### config.mk
export PLATFORM = sky130hd
export DESIGN_NAME = uart_buffered
export DESIGN_NICKNAME = d
export VERILOG_FILES = /design/src/rtl/uart_buffered.sv
export SDC_FILE = /design/constraint.sdc
export NUM_CORES = 1
export LEC_CHECK = 0
export CORE_AREA = 4 4 130 132
export DETAILED_ROUTE_END_ITERATION = 6
export DIE_AREA = 0 0 134 136
export MAX_ROUTING_LAYER = met4
export PLACE_DENSITY_LB_ADDON = 0.2
export SYNTH_ARGS = -nofsm -noshare
export SYNTH_HDL_FRONTEND = slang
export SYNTH_SLANG_ARGS = --single-unit
### constraint.sdc
create_clock -name raw_clk -period 7.39 [get_ports raw_clk]
set_input_delay 0.739 -clock raw_clk [delete_from_list [all_inputs] [get_ports raw_clk]]
set_output_delay 0.739 -clock raw_clk [all_outputs]
set_load 0.05 [all_outputs]
### src/rtl/uart_buffered.sv
// uart_buffered: 8N1 serial transmitter plus receiver with a small RX FIFO.
// Ports:
//   raw_clk, reset (async, active-low)
//   tx_data/tx_strobe in, tx_busy/tx_pin out      : transmit side
//   rx_pin in, rx_data/rx_ready out               : receive side, FIFO head
//   rx_ready_clear in                             : pop request (edge detected)
//   rx_overflow/rx_frame_error out                : sticky receive errors
module uart_buffered #(
    parameter int unsigned CLOCK_HZ      = 12000000,
    parameter int unsigned BAUD          = 9600,
    parameter int unsigned RX_FIFO_DEPTH = 4
) (
    input  logic       raw_clk,
    input  logic       reset,
    input  logic [7:0] tx_data,
    input  logic       tx_strobe,
    output logic       tx_busy,
    output logic       tx_pin,
    output logic [7:0] rx_data,
    output logic       rx_ready,
    input  logic       rx_ready_clear,
    input  logic       rx_pin,
    output logic       rx_overflow,
    output logic       rx_frame_error
);

    localparam int unsigned DIV = CLOCK_HZ / BAUD;
    localparam int unsigned CW  = $clog2(DIV);
    localparam int unsigned AW  = $clog2(RX_FIFO_DEPTH);
    localparam int unsigned PW  = AW + 1;
    localparam logic [CW-1:0] FULL_TICK = CW'(DIV - 1);
    localparam logic [CW-1:0] HALF_TICK = CW'(DIV / 2 - 1);

    typedef enum logic [1:0] {S_IDLE, S_START, S_DATA, S_STOP} state_t;

    // ---------------- transmitter ----------------
    state_t        tx_state, tx_next;
    logic [CW-1:0] tx_cnt;
    logic [2:0]    tx_idx;
    logic [7:0]    tx_shift;
    logic          tx_tick;
    logic          tx_pin_d;
    logic          tx_busy_d;

    assign tx_tick = (tx_cnt == FULL_TICK);

    // TX state register
    always_ff @(posedge raw_clk or negedge reset) begin
        if (!reset) tx_state <= S_IDLE;
        else        tx_state <= tx_next;
    end

    // TX next state
    always_comb begin
        tx_next = tx_state;
        case (tx_state)
            S_IDLE:  if (tx_strobe) tx_next = S_START;
            S_START: if (tx_tick) tx_next = S_DATA;
            S_DATA:  if (tx_tick && tx_idx == 3'd7) tx_next = S_STOP;
            S_STOP:  if (tx_tick) tx_next = S_IDLE;
            default: tx_next = S_IDLE;
        endcase
    end

    // TX outputs, registered below so the line level lags the state by one cycle
    always_comb begin
        tx_pin_d  = 1'b1;
        tx_busy_d = (tx_next != S_IDLE);
        case (tx_state)
            S_START: tx_pin_d = 1'b0;
            S_DATA:  tx_pin_d = tx_shift[tx_idx];
            default: tx_pin_d = 1'b1;
        endcase
    end

    // TX datapath: baud counter reloads on state entry, bit index, latched byte
    always_ff @(posedge raw_clk or negedge reset) begin
        if (!reset) begin
            tx_cnt   <= '0;
            tx_idx   <= '0;
            tx_shift <= '0;
            tx_pin   <= 1'b1;
            tx_busy  <= 1'b0;
        end else begin
            tx_cnt  <= (tx_next != tx_state || tx_tick || tx_state == S_IDLE) ? '0 : tx_cnt + CW'(1);
            if (tx_state != S_DATA) tx_idx <= '0;
            else if (tx_tick)       tx_idx <= tx_idx + 3'd1;
            if (tx_state == S_IDLE && tx_strobe) tx_shift <= tx_data;
            tx_pin  <= tx_pin_d;
            tx_busy <= tx_busy_d;
        end
    end

    // ---------------- receiver ----------------
    state_t        rx_state, rx_next;
    logic          rx_s1, rx_s, rx_prev;
    logic [CW-1:0] rx_cnt;
    logic [2:0]    rx_idx;
    logic [7:0]    rx_shift;
    logic          rx_stop_done;
    logic          rx_tick, rx_half;
    logic          stop_sample, push_req, ferr_set, shift_en;

    assign rx_tick = (rx_cnt == FULL_TICK);
    assign rx_half = (rx_cnt == HALF_TICK);

    // Two-flop synchroniser plus previous value for falling-edge detection
    always_ff @(posedge raw_clk or negedge reset) begin
        if (!reset) begin
            rx_s1   <= 1'b1;
            rx_s    <= 1'b1;
            rx_prev <= 1'b1;
        end else begin
            rx_s1   <= rx_pin;
            rx_s    <= rx_s1;
            rx_prev <= rx_s;
        end
    end

    // RX state register
    always_ff @(posedge raw_clk or negedge reset) begin
        if (!reset) rx_state <= S_IDLE;
        else        rx_state <= rx_next;
    end

    // RX next state; STOP lingers until the line is high again
    always_comb begin
        rx_next = rx_state;
        case (rx_state)
            S_IDLE:  if (rx_prev && !rx_s) rx_next = S_START;
            S_START: if (rx_half) rx_next = rx_s ? S_IDLE : S_DATA;
            S_DATA:  if (rx_tick && rx_idx == 3'd7) rx_next = S_STOP;
            S_STOP:  if ((rx_stop_done || rx_tick) && rx_s) rx_next = S_IDLE;
            default: rx_next = S_IDLE;
        endcase
    end

    // RX outputs: sampling strobes derived from state and counter
    always_comb begin
        shift_en    = (rx_state == S_DATA) && rx_tick;
        stop_sample = (rx_state == S_STOP) && !rx_stop_done && rx_tick;
        push_req    = stop_sample && rx_s;
        ferr_set    = stop_sample && !rx_s;
    end

    // RX datapath
    always_ff @(posedge raw_clk or negedge reset) begin
        if (!reset) begin
            rx_cnt       <= '0;
            rx_idx       <= '0;
            rx_shift     <= '0;
            rx_stop_done <= 1'b0;
        end else begin
            rx_cnt <= (rx_next != rx_state || rx_tick || rx_state == S_IDLE) ? '0 : rx_cnt + CW'(1);
            if (rx_state != S_DATA) rx_idx <= '0;
            else if (rx_tick)       rx_idx <= rx_idx + 3'd1;
            if (shift_en) rx_shift <= {rx_s, rx_shift[7:1]};
            if (rx_state != S_STOP) rx_stop_done <= 1'b0;
            else if (stop_sample)   rx_stop_done <= 1'b1;
        end
    end

    // ---------------- RX FIFO ----------------
    logic [7:0]    mem [RX_FIFO_DEPTH];
    logic [PW-1:0] wr_ptr, rd_ptr;
    logic          clr_q;
    logic          empty, full, pop, push, ovf_set;

    assign empty   = (wr_ptr == rd_ptr);
    assign full    = (wr_ptr[AW-1:0] == rd_ptr[AW-1:0]) && (wr_ptr[AW] != rd_ptr[AW]);
    assign pop     = rx_ready_clear && !clr_q && !empty;
    // A pop in the same cycle frees the slot, so a full FIFO can still accept
    assign push    = push_req && (!full || pop);
    assign ovf_set = push_req && full && !pop;

    assign rx_ready = !empty;
    assign rx_data  = empty ? 8'h00 : mem[rd_ptr[AW-1:0]];

    // Storage array, no reset needed
    always_ff @(posedge raw_clk) begin
        if (push) mem[wr_ptr[AW-1:0]] <= rx_shift;
    end

    // Pointers, pop edge detect, sticky error flags
    always_ff @(posedge raw_clk or negedge reset) begin
        if (!reset) begin
            wr_ptr         <= '0;
            rd_ptr         <= '0;
            clr_q          <= 1'b0;
            rx_overflow    <= 1'b0;
            rx_frame_error <= 1'b0;
        end else begin
            clr_q <= rx_ready_clear;
            if (push) wr_ptr <= wr_ptr + PW'(1);
            if (pop)  rd_ptr <= rd_ptr + PW'(1);
            if (ovf_set)  rx_overflow    <= 1'b1;
            if (ferr_set) rx_frame_error <= 1'b1;
        end
    end

endmodule

# Yosys cells after proc, flatten, opt, wreduce, memory -nomap -nowiden
# Memories as Yosys holds them, arrays and structs flattened.
# Cells that the tools add are included.
dict set report op_classes {
  magnitude_cmp 1
  reduce_logical 34
  eq_ne 19
  mux 25
  add_sub_neg 6
}
# operator count
set op_table {}
lappend op_table {{$add 11x1->11 const B} 2}
lappend op_table {{$eq 11x11->1 const B} 2}
lappend op_table {{$mux 11} 2}
lappend op_table {{$mux 2} 9}
lappend op_table {{$logic_and 1x1->1} 16}
lappend op_table {{$pmux 2 s4} 2}
lappend op_table {{$add 3x1->3 const B} 4}
lappend op_table {{$mux 3} 4}
lappend op_table {{$eq 11x10->1 const B} 1}
lappend op_table {{$eq 2x2->1 const B} 4}
lappend op_table {{$mux 8} 1}
lappend op_table {{$reduce_bool 2->1} 4}
lappend op_table {{$eq 3x3->1 const B} 2}
lappend op_table {{$logic_not 1->1} 6}
lappend op_table {{$logic_or 1x1->1} 6}
lappend op_table {{$ne 2x2->1 const B} 3}
lappend op_table {{$mux 1} 5}
lappend op_table {{$eq 2x1->1 const B} 2}
lappend op_table {{$logic_not 2->1} 2}
lappend op_table {{$lt 3x4->1 const B} 1}
lappend op_table {{$ne 2x2->1} 2}
lappend op_table {{$bmux 1 s3} 1}
lappend op_table {{$eq 3x3->1} 1}
lappend op_table {{$eq 2x2->1} 1}
lappend op_table {{other kinds (2)} 2}
dict set report totals {
  ramBits 32
  register_bits 63
  elab_cells 105
  input_bits 13
  mem_count 1
}
# name depth width rd rd_ports_with_merged_regs write_ports line_no
set mem_list {}
lappend mem_list {mem 4 8 1 0 1 164} ;# logic [7:0] mem [RX_FIFO_DEPTH];

# Longest topological paths before layout
# Gate-level depths: netlist of the first run.
dict set report depth {
  word_depth 9
  ltp_mapped 7
  mapped_depth_nobuf 6
}

# Least setup slack after synthesis of the first run
# No wires, ideal clock.
dict set report synth_timing {
  kind {register -> output}
  startpoint {reg rd_ptr[1]}
  endpoint {out rx_data[0]}
  path_buffers 2
  path_stages_with_launch 6
  setup_slack_ns 4.812
  t_arrival_ns 1.839
  path_cell_list {dfrtp_1 > clkbuf_1 > xor2_1 > nor3b_1 > clkbuf_1 > nor2b_1}
}
dict set report synth_between {
  elab_chain_cells 2
}
# item line_no
set synth_lines {}
lappend synth_lines {{from (decl)} 165} ;# logic [PW-1:0] wr_ptr, rd_ptr;
lappend synth_lines {{from (signal assigned)} 195} ;# if (pop) rd_ptr <= rd_ptr + PW'(1);
lappend synth_lines {{$mem_v2 4x8 / $eq 3x3->1 (equally long branches)} -}
lappend synth_lines {{$mux 8 (*)} 177} ;# assign rx_data = empty ? 8'h00 : mem[rd_ptr[AW-1:0]];
lappend synth_lines {{to (decl)} 19} ;# output logic [7:0] rx_data,
# Mark *: on every way between the ends. The rest lies on a longest branch, timed or not.

# Worst setup path in the final report of the first run
dict set report layout_timing {
  startpoint {reg rd_ptr[0]}
  endpoint {out rx_data[2]}
}
# The elaborated chain is that of the path after synthesis.

==> results of run 1 <==
[per-layer routing]
layer | up-vias | GRT usage (%) | routed length [um]
met5 | - | - | 0
met4 | 0 | 3.086 | 148
met3 | 12 | 3.479 | 285
met2 | 32 | 13.05 | 3207
met1 | 1171 | 11.32 | 3475
li1 | 1153 | - | -
[worst paths after layout]
| path | cells past startpoint | slack [ns] | from | to |
|---|---|---|---|---|
| setup reg to reg | 4 | 4.71 | rx_cnt[3]$_DFF_PN0_ | mem[0][6]$_DFFE_PP_ |
| setup / recovery | 5 | 4.08 | rd_ptr[0]$_DFFE_PN0P_ | rx_data[2] |
| hold / removal | 0 | 0.36 | rx_s1$_DFF_PN1_ | rx_s$_DFF_PN1_ |
| min in group asynchronous | 2 | 0.56 | reset | tx_shift[7]$_DFFE_PN0P_ |
| hold reg to reg | 0 | 0.36 | rx_s1$_DFF_PN1_ | rx_s$_DFF_PN1_ |
| max in group asynchronous | 2 | 6.31 | reset | rd_ptr[2]$_DFFE_PN0P_ |
[metrics by stage]
stage | hold WS, ns | power, mW | instance area, um^2
after global placement | 0.3475 | 0.8604 | 4696
after global routing | 0.3657 | 1.372 | 4986
after CTS | 0.3566 | 1.320 | 4986
after floorplan | 0.3452 | 0.8001 | 4209
after detailed placement | 0.3468 | 0.8629 | 4696
final | 0.3555 | 1.295 | 4986
[power by group through the flow]
stage / sequential [mW] / clock, mW / combinational, mW
floorplan: 0.635 / 0 / 0.165
global placement: 0.676 / 0 / 0.184
detailed placement: 0.677 / 0 / 0.186
CTS: 0.667 / 0.467 / 0.186
global route: 0.675 / 0.491 / 0.206
finish: 0.664 / 0.450 / 0.181
[flip-flops by register name, indices dropped and copies added (netlist names), 2 cells and up]
register and count:
tx_idx 3, rx_cnt 11, tx_shift 8, wr_ptr 3, tx_cnt 11, rx_idx 3, rx_shift 8, rd_ptr 3
rx_state 2, mem 32, tx_state 2
[cells by family after synthesis]
| logic type | Yosys count |
|---|---|
| DFF | 95 |
| xor gates and xnor gates | 28 |
| buffers and inverters | 19 |
| muxes | 30 |
| AOI/OAI and AO/OA | 18 |
| adders and majority gates | 14 |
| and+or+nand+nor | 106 |
[final cells by class]
| cell class | count | area [um^2] | area share (%) |
|---|---|---|---|
| repair buffers | 27 | 260.3 | 5.220 |
| clock buffers | 9 | 225.2 | 4.517 |
| clock inverters | 7 | 65.06 | 1.305 |
| inverters | 9 | 33.78 | 0.6775 |
| flip-flops and latches | 95 | 2542 | 50.99 |
| multi-input cells | 196 | 1589 | 31.87 |
| well taps | 216 | 270.3 | 5.420 |
[placed cells by master (no fill, tap or decap), drive strengths merged, types with 5 or more instances in the layout]
cell type / Yosys / layout
and2: 5 / 5
mux2: 18 / 18
nor2: 31 / 31
xor2: 13 / 13
nor3: 7 / 7
nand2: 15 / 15
dfrtp: 59 / 59
mux4: 10 / 10
nor2b: 13 / 13
ha: 14 / 14
xnor2: 15 / 15
nand3: 8 / 8
clkbuf: 7 / 9
inv: 9 / 13
clkdlybuf4s50: 0 / 24
edfxtp: 32 / 32
[synth_stat cells (2+ instances only)]
cell,count
nand4_1,3
xor2_1,13
nand2_1,15
a211oi_1,2
nor2b_1,13
clkbuf_1,7
a21boi_0,2
nand3b_1,2
mux2_2,9
nand2b_1,3
mux2_1,9
nand4b_1,2
mux2i_1,2
dfrtp_1,59
nor3_1,6
xnor2_1,15
and3_1,2
nor4_1,3
o211ai_1,2
and2_1,5
a21oi_1,4
nor2_1,30
inv_1,9
buf_2,2
dfstp_2,4
mux4_2,10
nand3_1,8
nor3b_1,3
ha_1,14
edfxtp_1,32
a31oi_1,2
==> impl_metrics.ini, run 1 <==
[critical_path]
crit_path_end_kind = output pin
max_stage_delay_ns = 0.82
worst-setup-path-type = register to output pin
cp_slowest_cell = clkdlybuf4s50_1
crit_family = buffers and inverters
worst_ep_arrival_time_ns = 2.58
cp_cell_sequence = xor2_1, nor3b_1, buf_4, nor2b_1, clkdlybuf4s50_1
cp_num_buf_inv = 2
start_kind = register
required_ns = 6.65
path_max_fanout = 11

[clock_network]
cts.hold.buffers_added = 0
clk_latency_ns = 0.35
clk_path_buf_depth = 2
tritoncts = done
ctsResizeCount = 0
cts-root-buf = clkbuf_16
cts_buffers = 9
cts.sink_count = 95
htree_levels = 3
cts.clk_slew.worst_paths_ns = 0.06
post_cts_buffers = 0

[yosys]
synth_top_family_by_area = simple AND/OR/NAND/NOR gates
synth_edf_count = 32
synth_flop_cell = dfrtp_1
ys_types = 49
yosys.area_share.xor_xnor_pct = 5.826
yosys.area.top_type = dfrtp_1
syn_nets = 337
netlist_instances = 310
synth_seq_cells = 95
synth_compound_area_share_pct = 3.002
ys_seq_area_share_pct = 60.40
yosys_warnings = 0
netlist_top_cells_area = dfrtp_1 (35%), edfxtp_1 (23%), mux4_2 (5.4%)
postSynth.asyncResetShare_pct = 66.32
synthDominantCellAreaShare_pct = 35.08
synthSimpleGateAreaFrac_pct = 14.12
muxShareOfSynthArea_pct = 10.64
synthAdderAreaFrac_pct = 4.162
syn_avg_cell_area_um2 = 13.58
syn_area_mm2 = 0.004209

[power]
p_int_mw = 0.9188
p_comb_share_pct = 14.0
swShare_pct = 29.06
p_sw_mw = 0.3764
vdd_drop_max_mv = 0.1132
power.density_mw_per_mm2 = 259.8
seqPwrFrac_pct = 51.2
p_clk_share_pct = 34.8
power.leakage_nw = 2.049

[die]
fp.dieH_um = 136
core_area_mm2 = 0.01571
dieArea_mm2 = 0.01822
initial_core_util_pct = 26.79
io-pin-count = 26
placement_rows = 46
die_w_um = 134

[outcome]
status = finished, final reports clean

[layout]
nets = 365
drive_above_1_share_pct = 13.70
final_core_util_pct = 31.73
synthToLayoutAreaGrowth_pct = 18.46
insertedDiodeCount = 0
final_cells = 559
fill_cells = 1565

[timing]
tns_ns = 0
setup_slack_ns = 4.076
relSlewSlack_pct = 45.34
clock_skew_ns = 0.009674
min_period_over_period_pct = 44.85
rsz0062_at_grt = false
hold_violations = 0
slew_violations = 0
setup_viol = 0
fmax_mhz = 301.7
period_needed_ns = 3.314
worst_pin_slew_ns = 0.8182

[placed_design]
routabilityCongestion = 0.8052
dp_slack_ns = 4.386
portBuffers = 25
place_hpwl_um = 4672
placed_cells = 543

[drt]
drt-initial-drc-count = 169
viasPerCell = 4.236
wl_per_cell_um = 12.73
detail-route-antenna-nets = 0
drc_errors = 0
drt_wl_total_um = 7117
drt_pass1_iterations = 4
num_vias = 2368

[global_route]
grt_pass1_wl_um = 12210
antenna_found_initial = 0
grt_max_degree = 64
first_global_vias = 2394
track_usage_pct = 8.921
grt-ovfl-total = 0

[flow_run]
drv_cap = 0

[worst_hold_path]
hold_class = register to register
No activity file was read; power rests on OpenSTA's default activity.
==> inputs of run 2 (changes only) <==
clock period = 3.2 ns   (was 7.39 ns; I/O delays follow)
==> run 2 against run 1 <==
  * Hold slack improved by 0.0031 ns
  * Cell count grew 0.72%
  * Critical path type is now register to register
  * Die area is the same
  * Via count stayed put
  * Setup slack got worse by 3.5 ns
  * Clock skew fell by 0.0032 ns
  * Register-to-register slack worse by 4.1 ns
  * Routed wire length is 0.32% higher
==> impl_metrics.ini, run 2 (synthesis gave the netlist of run 1 again) <==
[clock_network]
clk_path_buf_depth = 2
cts-root-buf = clkbuf_16
cts_buffers = 9
cts.clk_slew.worst_paths_ns = 0.06
clk_latency_ns = 0.34
cts.sink_count = 95
htree_levels = 3
tritoncts = done

[global_route]
grt_pass1_wl_um = 12540
first_global_vias = 2548
track_usage_pct = 8.901
grt_max_degree = 24
grt-ovfl-total = 0
antenna_found_initial = 0

[power]
swShare_pct = 27.39
power.density_mw_per_mm2 = 606.6
p_int_mw = 2.204
p_comb_share_pct = 15.6
p_clk_share_pct = 35.1
power.leakage_nw = 2.091
vdd_drop_max_mv = 0.2567
p_sw_mw = 0.8315
seqPwrFrac_pct = 49.3

[placed_design]
portBuffers = 25
routabilityCongestion = 0.7650
place_hpwl_um = 5048
dp_slack_ns = 0.5588

[die]
dieArea_mm2 = 0.01822
placement_rows = 46
initial_core_util_pct = 26.79
die_w_um = 134
io-pin-count = 26
core_area_mm2 = 0.01571
fp.dieH_um = 136

[critical_path]
max_stage_delay_ns = 0.58
required_ns = 3.20
cp_cell_sequence = or4_1, or3_1, nor3b_4, and2_1
worst-setup-path-type = register to register
path_max_fanout = 8
cp_slowest_cell = or4_1
crit_family = simple AND/OR/NAND/NOR gates
worst_ep_arrival_time_ns = 2.60
cp.depth = 4
cp_num_buf_inv = 0
crit_path_end_kind = register
start_kind = register
reg2reg_depth = 4

[layout]
synthToLayoutAreaGrowth_pct = 18.88
largest_reg_flops = 32
drive_above_1_share_pct = 16.71
insertedDiodeCount = 0
nets = 369
final_cell_mix = dfrtp_1 (59), edfxtp_1 (32), nor2_1 (30)
final_common_cell = dfrtp_1

[timing]
slew_violations = 0
setup_slack_ns = 0.5961
fmax_mhz = 384.0
tns_ns = 0
period_needed_ns = 2.604
clock_skew_ns = 0.006477
relSlewSlack_pct = 46.14
worst_pin_slew_ns = 0.8062
hold_violations = 0
rsz0062_at_grt = false
min_period_over_period_pct = 81.37
setup_viol = 0

[worst_hold_path]
hold_class = register to register
min_path_cells = 0

[drt]
num_vias = 2368
wl_per_cell_um = 12.68
detail-route-antenna-nets = 0
drc_errors = 0
drt-initial-drc-count = 137
drt_wl_total_um = 7140
viasPerCell = 4.206
drt_pass1_iterations = 4

[flow_run]
drv_cap = 0

[outcome]
status = finished, final reports clean
==> run 2: power by group through the flow <==
stage | clock network [mW] | registers [mW] | logic, mW
finish | 1.07 | 1.50 | 0.473
global placement | 0 | 1.52 | 0.478
global route | 1.17 | 1.52 | 0.540
detailed placement | 0 | 1.52 | 0.481
CTS | 1.11 | 1.50 | 0.488
floorplan | 0 | 1.47 | 0.380
==> run 2: final cells by class <==
class                      instances  area [um^2]
clock buffer                      10        229.0
multi-input combinational        196         1589
fill                            1562        10710
clock inverter                     6        68.82
timing repair buffer              31        270.3
sequential                        95         2542
tap                              216        270.3
inverter                           9        33.78
==> run 2: metrics by stage <==
| stage | cells | cell area [um^2] | total power, mW | util (%) | hold WS [ns] |
|---|---|---|---|---|---|
| detailed placement | 546 | 4696 | 2.005 | 29.89 | 0.3317 |
| floorplan | 310 | 4209 | 1.848 | - | 0.02441 |
| CTS | 563 | 5004 | 3.098 | 31.84 | 0.3595 |
| global route | 563 | 5004 | 3.229 | 31.84 | 0.3617 |
| finish | 563 | 5004 | 3.035 | 31.84 | 0.3586 |
| global placement | 546 | 4696 | 2.002 | 29.89 | 0.3301 |
==> run 2: repair_timing <==
action                                 in CTS  in global routing
setup buffers                               0                  0
hold buffers                                1                  0
setup endpoints to repair                   0                  0
endpoints found under the hold margin      20                  0
resized for setup                           0                  0
==> run 2: path summary, 6_finish.rpt <==
check	startpoint	endpoint	slack, ns
worst max-delay path	rx_cnt[3]$_DFF_PN0_	mem[1][7]$_DFFE_PP_	0.60
worst min-delay path	rx_s1$_DFF_PN1_	rx_s$_DFF_PN1_	0.36
worst max register to register	rx_cnt[3]$_DFF_PN0_	mem[1][7]$_DFFE_PP_	0.60
worst min register to register	rx_s1$_DFF_PN1_	rx_s$_DFF_PN1_	0.36
max in group asynchronous	reset	rx_s1$_DFF_PN1_	1.99
min in group asynchronous	reset	tx_shift[4]$_DFFE_PN0P_	0.48
==> run 2: worst register-to-register path, stage by stage, from the launching register on <==
cell,delay (ns)
dfrtp_1,0.42
or4_1,0.58
or3_1,0.49
nor3b_4,0.35
and2_1,0.42
==> run 2: layer usage <==
metal / GRT usage (%) / wire, um / up-vias
met2: 12.77 / 3181 / 33
met4: 3.886 / 132 / 0
met3: 2.628 / 269 / 13
li1: - / - / 1162
met5: - / 0 / -
met1: 11.70 / 3556 / 1160
